**src/rtl/muldiv_pkg.sv**
```systemverilog
// Shared types and defaults for the execute-stage multiply/divide unit.
package muldiv_pkg;

   typedef enum logic [1:0] {
      OP_MULT  = 2'd0,
      OP_MULTU = 2'd1,
      OP_DIV   = 2'd2,
      OP_DIVU  = 2'd3
   } muldiv_op_t;

   typedef enum logic [1:0] {
      ST_IDLE = 2'd0,
      ST_MUL  = 2'd1,
      ST_DIV  = 2'd2,
      ST_DONE = 2'd3
   } muldiv_state_t;

   localparam int MUL_LAT_DEFAULT  = 2;
   localparam int DIV_ITER_DEFAULT = 32;
   localparam int RES_WIDTH        = 32;

   typedef struct packed {
      logic [RES_WIDTH-1:0] hi;
      logic [RES_WIDTH-1:0] lo;
   } muldiv_res_t;

   function automatic logic op_is_signed(input muldiv_op_t op);
      return (op == OP_MULT) || (op == OP_DIV);
   endfunction

   function automatic logic op_is_div(input muldiv_op_t op);
      return (op == OP_DIV) || (op == OP_DIVU);
   endfunction

endpackage

```
**src/rtl/muldiv_unit_div_iter.sv**
```systemverilog
// Restoring divider on unsigned magnitudes: one shift-subtract step per cycle,
// with done high for one cycle after the last step.
module div_iter
   import muldiv_pkg::*;
#(
   parameter int WIDTH    = 32,
   parameter int DIV_ITER = DIV_ITER_DEFAULT
)
(
   input  logic             clk,
   input  logic             resetn,
   input  logic             start,
   input  logic             abort,
   input  logic [WIDTH-1:0] dividend,
   input  logic [WIDTH-1:0] divisor,
   output logic             done,
   output logic [WIDTH-1:0] quotient,
   output logic [WIDTH-1:0] remainder
);

   localparam int CW = $clog2(DIV_ITER + 1);

   logic [WIDTH-1:0] rem_q;
   logic [WIDTH-1:0] quo_q;
   logic [WIDTH-1:0] dvs_q;
   logic [CW-1:0]    cnt_q;
   logic             busy_q;
   logic [WIDTH:0]   shifted;
   logic [WIDTH:0]   trial;

   // The extra top bit of trial acts as the borrow: set means "restore".
   always_comb begin
      shifted = {rem_q, quo_q[WIDTH-1]};
      trial   = shifted - {1'b0, dvs_q};
   end

   assign done      = busy_q && (cnt_q == CW'(DIV_ITER));
   assign quotient  = quo_q;
   assign remainder = rem_q;

   always_ff @(posedge clk or negedge resetn) begin
      if (!resetn) begin
         rem_q  <= '0;
         quo_q  <= '0;
         dvs_q  <= '0;
         cnt_q  <= '0;
         busy_q <= 1'b0;
      end else if (abort) begin
         cnt_q  <= '0;
         busy_q <= 1'b0;
      end else if (start) begin
         rem_q  <= '0;
         quo_q  <= dividend;
         dvs_q  <= divisor;
         cnt_q  <= '0;
         busy_q <= 1'b1;
      end else if (busy_q) begin
         if (cnt_q == CW'(DIV_ITER)) begin
            cnt_q  <= '0;
            busy_q <= 1'b0;
         end else begin
            if (!trial[WIDTH]) begin
               rem_q <= trial[WIDTH-1:0];
               quo_q <= {quo_q[WIDTH-2:0], 1'b1};
            end else begin
               rem_q <= shifted[WIDTH-1:0];
               quo_q <= {quo_q[WIDTH-2:0], 1'b0};
            end
            cnt_q <= cnt_q + CW'(1);
         end
      end
   end

endmodule

```
**src/rtl/muldiv_unit.sv**
```systemverilog
// Multi-cycle MULT/MULTU/DIV/DIVU unit for the E stage; raises e_wait until
// HI/LO are ready and holds them until the instruction leaves E.
module muldiv_unit
   import muldiv_pkg::*;
#(
   parameter int WIDTH    = 32,
   parameter int MUL_LAT  = MUL_LAT_DEFAULT,
   parameter int DIV_ITER = DIV_ITER_DEFAULT
)
(
   input  logic             clk,
   input  logic             resetn,
   input  logic             valid_i,
   input  muldiv_op_t       op_i,
   input  logic [WIDTH-1:0] a_i,
   input  logic [WIDTH-1:0] b_i,
   input  logic             stall_i,
   input  logic             flush_i,
   output logic             e_wait,
   output logic             done_o,
   output logic [WIDTH-1:0] hi_o,
   output logic [WIDTH-1:0] lo_o
);

   // MUL_LAT must be at least 2: one IDLE cycle plus MUL_LAT-1 MUL cycles.
   localparam int MCW = (MUL_LAT > 2) ? $clog2(MUL_LAT) : 1;

   muldiv_state_t      state_q;
   logic [MCW-1:0]     mul_cnt_q;
   logic [WIDTH-1:0]   a_q;
   logic [WIDTH-1:0]   b_q;
   logic               mul_signed_q;
   logic               q_neg_q;
   logic               r_neg_q;
   logic [WIDTH-1:0]   hi_q;
   logic [WIDTH-1:0]   lo_q;
   logic               done_q;

   logic               in_signed;
   logic               in_div;
   logic               div_zero;
   logic               div_start;
   logic [WIDTH-1:0]   a_mag;
   logic [WIDTH-1:0]   b_mag;
   logic [2*WIDTH-1:0] ext_a;
   logic [2*WIDTH-1:0] ext_b;
   logic [2*WIDTH-1:0] product;
   logic               div_done;
   logic [WIDTH-1:0]   div_quo;
   logic [WIDTH-1:0]   div_rem;
   logic [WIDTH-1:0]   quo_fix;
   logic [WIDTH-1:0]   rem_fix;

   // Sign-extending only for MULT lets one 2W-bit multiplier serve both ops.
   always_comb begin
      in_signed = op_is_signed(op_i);
      in_div    = op_is_div(op_i);
      div_zero  = (b_i == '0);
      a_mag     = (in_signed && a_i[WIDTH-1]) ? -a_i : a_i;
      b_mag     = (in_signed && b_i[WIDTH-1]) ? -b_i : b_i;
      div_start = (state_q == ST_IDLE) && valid_i && !flush_i && in_div && !div_zero;
      ext_a     = {{WIDTH{mul_signed_q & a_q[WIDTH-1]}}, a_q};
      ext_b     = {{WIDTH{mul_signed_q & b_q[WIDTH-1]}}, b_q};
      product   = ext_a * ext_b;
      quo_fix   = q_neg_q ? -div_quo : div_quo;
      rem_fix   = r_neg_q ? -div_rem : div_rem;
   end

   div_iter #(
      .WIDTH    (WIDTH),
      .DIV_ITER (DIV_ITER)
   ) u_div_iter (
      .clk       (clk),
      .resetn    (resetn),
      .start     (div_start),
      .abort     (flush_i),
      .dividend  (a_mag),
      .divisor   (b_mag),
      .done      (div_done),
      .quotient  (div_quo),
      .remainder (div_rem)
   );

   // HI/LO are written only on entry to DONE, so a flush never disturbs them.
   always_ff @(posedge clk or negedge resetn) begin
      if (!resetn) begin
         state_q      <= ST_IDLE;
         mul_cnt_q    <= '0;
         a_q          <= '0;
         b_q          <= '0;
         mul_signed_q <= 1'b0;
         q_neg_q      <= 1'b0;
         r_neg_q      <= 1'b0;
         hi_q         <= '0;
         lo_q         <= '0;
         done_q       <= 1'b0;
      end else if (flush_i) begin
         state_q   <= ST_IDLE;
         mul_cnt_q <= '0;
         done_q    <= 1'b0;
      end else begin
         case (state_q)
            ST_IDLE: begin
               if (valid_i) begin
                  a_q          <= a_i;
                  b_q          <= b_i;
                  mul_signed_q <= in_signed;
                  q_neg_q      <= in_signed & (a_i[WIDTH-1] ^ b_i[WIDTH-1]);
                  r_neg_q      <= in_signed & a_i[WIDTH-1];
                  mul_cnt_q    <= '0;
                  if (!in_div) begin
                     state_q <= ST_MUL;
                  end else if (div_zero) begin
                     hi_q    <= a_i;
                     lo_q    <= '1;
                     done_q  <= 1'b1;
                     state_q <= ST_DONE;
                  end else begin
                     state_q <= ST_DIV;
                  end
               end
            end
            ST_MUL: begin
               if (mul_cnt_q == MCW'(MUL_LAT - 2)) begin
                  hi_q      <= product[2*WIDTH-1:WIDTH];
                  lo_q      <= product[WIDTH-1:0];
                  done_q    <= 1'b1;
                  mul_cnt_q <= '0;
                  state_q   <= ST_DONE;
               end else begin
                  mul_cnt_q <= mul_cnt_q + MCW'(1);
               end
            end
            ST_DIV: begin
               if (div_done) begin
                  hi_q    <= rem_fix;
                  lo_q    <= quo_fix;
                  done_q  <= 1'b1;
                  state_q <= ST_DONE;
               end
            end
            ST_DONE: begin
               if (!stall_i) begin
                  done_q  <= 1'b0;
                  state_q <= ST_IDLE;
               end
            end
            default: begin
               state_q <= ST_IDLE;
            end
         endcase
      end
   end

   assign e_wait = valid_i && (state_q != ST_DONE) && !flush_i;
   assign done_o = done_q;
   assign hi_o   = hi_q;
   assign lo_o   = lo_q;

endmodule

```
**config.mk**
```make
export PLATFORM = sky130hd
export DESIGN_NAME = muldiv_unit
export DESIGN_NICKNAME = d
export VERILOG_FILES = /design/src/rtl/muldiv_pkg.sv /design/src/rtl/muldiv_unit_div_iter.sv /design/src/rtl/muldiv_unit.sv
export SDC_FILE = /design/constraint.sdc
export NUM_CORES = 2
export LEC_CHECK = 0
export CAP_MARGIN = 20
export CORE_MARGIN = 2
export CORE_UTILIZATION = 59
export CTS_CLUSTER_SIZE = 30
export DETAILED_ROUTE_END_ITERATION = 12
export GPL_ROUTABILITY_DRIVEN = 0
export HOLD_SLACK_MARGIN = 0.05
export PLACE_DENSITY = 0.76
export SETUP_SLACK_MARGIN = 0.3
export SLEW_MARGIN = 20
export SYNTH_ARGS = -nofsm -noshare
export SYNTH_HDL_FRONTEND = slang
export SYNTH_SLANG_ARGS = --single-unit
```
**constraint.sdc**
```tcl
create_clock -name clk -period 8.2 [get_ports clk]
set_input_delay 2.05 -clock clk [delete_from_list [all_inputs] [get_ports clk]]
set_output_delay 2.05 -clock clk [all_outputs]
set_load 0.01 [all_outputs]
```
==> results list <==
- Post-synth top area cell: fa_1
- Number of hold violations in the final report: 0
- Total number of yosys warnings: 0
- Summing all multi-input logic gate instances after layout gives 41600 um^2.
- Count of state elements after synthesis: 237
- Hold crit path type: flip-flop to flip-flop
* Filler cell count in the final layout: 6927
- Counting both buffers and inverters, the worst setup path holds a total of 10.
* Placed wire-length estimate after detailed placement: 117000 um
- Endpoints failing setup: 0
* Number of design-rule violations left by the first detailed-router iteration: 3253
- Yosys attributes the largest share of cell area to fa_1 43%, dfrtp_1 11%, inv_1 8.5%.
- The die is 303 um tall.
* Total iterations of the first detailed-routing run: 6
* Setup repair after global routing missed its margin: true
- The run finished with clean final reports.
- After detailed routing, the total wire length is 148000 um.
- In this run the tool buffered the top-level ports with 136 buffer cells.
- Die X-Extent: 303 um
* Data required, critical path: 8.68 ns
- Global routing used 55.2% of the available met2 tracks.
- Critical path startpoint: b_q[9]
* Cell at the root of the clock tree: clkbuf_16
- Commonest cells in the synthesized netlist: 1187 x inv_1, 1137 x nand2_1, 1126 x fa_1
* Storage element area: 5950 um^2
- From synthesis to final layout, the design area changed by 11.0%.
- After synthesis, the netlist uses 75 different library cells.
- Of the available clock period, the critical path in the final layout requires 95.0%.
* IO Pins: 137
* Overall overflow remaining after global route: 0
* Most crowded layer after global routing: met2
* Proportion of synthesized chip area in sequential cells: 11.3%
* Arrival time at the worst endpoint: 8.26 ns
- Startpoint of the worst-slack reg-to-reg timing path: b_q[9]
* Critical Path Max Stage Delay: 0.63 ns
* GR Layer Usage met1: 43.1%
- The initial antenna violation count was 7.
* Slew Limit Fails: 0
- In this run the number of H-tree levels came out at 1.
- Syn_area_per_cell: 8.78 um^2
- Number of buffers on the longest clock path: 3
* Cell with the largest stage delay on the worst path: fa_2
* Largest delay contributor family on the critical path: adder cells
* Mean number of vias per cell: 5.82
- FMAX: 128 MHz
* Worst slew margin relative to its limit: 29.8%
* Initial standard-cell utilization of the core: 59.5%
- Worst setup path class: flip-flop to flip-flop
* Antenna-violating nets left: 0
- Setup slack closes at 0.413 ns.
* Crit path max fanout: 6
- Layout cells sized above 1: 7.34%
- The routed layout has 42100 vias.
- DP Worst Slack: -0.110 ns
- Total routing usage reported by global routing: 33.0%
* Most common cell type on the critical path: fa_1
* Gate count of the mapped netlist: 5987
* Post-synthesis instance area: 52600 um^2
- Number of enable-type register cells in the synthesized netlist: 0
- Row cnt: 109
- The tool flagged a number of max-cap violations equal to 0.
- Die Area: 91500 um^2
- For this run, the post-layout net count is 7498.
- Share of the synthesized area in the top cell type: 42.9%
* GR Layer Usage met3: 4.58%
- Number of CTS-inserted buffers: 27
- Worst Setup End Kind: flip-flop
* Dominant cell by count in the synthesized netlist: inv_1
* Worst Min Path Start: hi_o[4]
- Hold slack final: 0.481 ns
* Pin count of the biggest net entering global routing: 144
- Clock tree from TritonCTS: done
* Nature of the critical path startpoint: flip-flop
- Clock latency on the worst-skew pair, taken at its later pin, is 0.60 ns.
* Share of synthesized flip-flops with an asynchronous set or reset: 100%
- Synthesis produced a netlist with a net count of 7440.
- Setup clock skew after layout: 0.0334 ns
- Counting every sink on the clock net gives 237.
- The core region is 88400 um^2.
* DRC errors left: 0
- Transition time at the pin with the least slew margin: 1.05 ns
- After detailed routing, the average wire length per cell comes to 20.5 um.
- After clock tree synthesis, the clock-pin slew on the worst setup and hold paths is 0.07 ns.
* Wire length of the first global-routing pass: 235000 um
- Number of global-route vias before repair: 43900
* Top flip-flop cell by instance count after synthesis: dfrtp_1
* Setup TNS Final: 0 ns
* Min Tclk post-route: 7.79 ns
==> logic make-up after synthesis <==
family                   synth area share (%)
adder cells (fa/ha/maj)                  49.0
XOR/XNOR                                 3.53
AO/OA/AOI/OAI                            7.91
multiplexers                            0.650
AND/OR/NAND/NOR                          16.8
flip-flops                               11.3
buffers and inverters                    10.9
==> registers in the layout, indices dropped and copies added (netlist names) <==
| register | count |
|---|---|
| a_q | 32 |
| r_neg_q | 1 |
| mul_signed_q | 1 |
| u_div_iter.cnt_q | 6 |
| q_neg_q | 1 |
| lo_o | 32 |
| u_div_iter.dvs_q | 32 |
| u_div_iter.remainder | 32 |
| state_q | 2 |
| hi_o | 32 |
| b_q | 32 |
| u_div_iter.quotient | 32 |
| u_div_iter.busy_q | 1 |
| done_o | 1 |
==> metrics by stage <==
step,utilization [%],area [um^2],cells
floorplan,-,52700,5987
global placement,63.5,56100,7121
detailed placement,63.5,56100,7121
CTS,64.7,57200,7175
global route,66.0,58400,7233
finish,66.0,58400,7233
==> worst register-to-register path: cells and delay by family, from the launching register on <==
kind | cells | cell delay [ns]
adder cells (fa/ha/maj) | 9 | 4.57
buffers and inverters | 10 | 1.28
AND/OR/NAND/NOR | 5 | 0.67
AO/OA/AOI/OAI | 4 | 0.64
flip-flops | 1 | 0.53
==> cells in the final DEF, fill, tap and decap left out, types with 18 or more instances in the layout <==
master           Yosys  routed
dfrtp_1            237     218
buf_12               0      53
nor3_1              23      22
o31ai_1             27      27
or3_1               20      20
a21o_1              39      38
fa_1              1126    1111
nor4_1              19      19
o41ai_1             19      18
a221oi_1            26      18
ha_1               256     233
nand2_1           1137    1131
nor2_1             186     183
nand2b_1            22      22
clkdlybuf4s50_1      0     135
a21oi_1            149     136
xor2_1              71      69
and2_1             353     349
inv_1             1187    1177
clkbuf_16            0      32
mux2i_1             33      33
and3_1              43      40
buf_4                0     154
nand3_1             29      29
a31oi_1             56      52
nor2b_1             18      18
xnor2_1            141     138
dfrtp_2              0      19
buf_6                0      18
o21ai_0            211     197
==> area by class of cell <==
class / count / area share, %
multi-input combinational: 4224 / 71.3
inverter: 1189 / 7.67
antenna: 4 / 0.0172
timing repair buffer: 366 / 6.70
clock buffer: 36 / 1.30
clock inverter: 12 / 0.279
sequential: 237 / 10.2
tap: 1165 / 2.50
==> metal layers <==
layer  share of wire [%]  wire length (um)
met4                 5.5              8070
met2                  49             72500
met1                  37             55100
met3                 8.3             12200
met5               0.030                44
==> final timing paths <==
kind | endpoint | slack, ns | depth (start not counted)
min in group asynchronous | u_div_iter.cnt_q[2] | 1.46 | 1
worst min-delay path | hi_o[4] | 0.48 | 2
worst max-delay path | hi_o[27] | 0.41 | 28
worst min register to register | hi_o[4] | 0.48 | 2
worst max register to register | hi_o[27] | 0.41 | 28
max in group asynchronous | a_q[15] | 5.31 | 2
==> repair_timing <==
item | in CTS | in global routing
pin swaps | 11 | 71
hold buffers | 0 | 0
setup endpoints to repair | 27 | 32
resized for setup | 35 | 148
buffers inserted | 6 | 49
gates cloned | 0 | 5
Power is left out: the tool's default activity adds up to more than one toggle a clock period on the data nets, which glitch-free logic cannot reach.
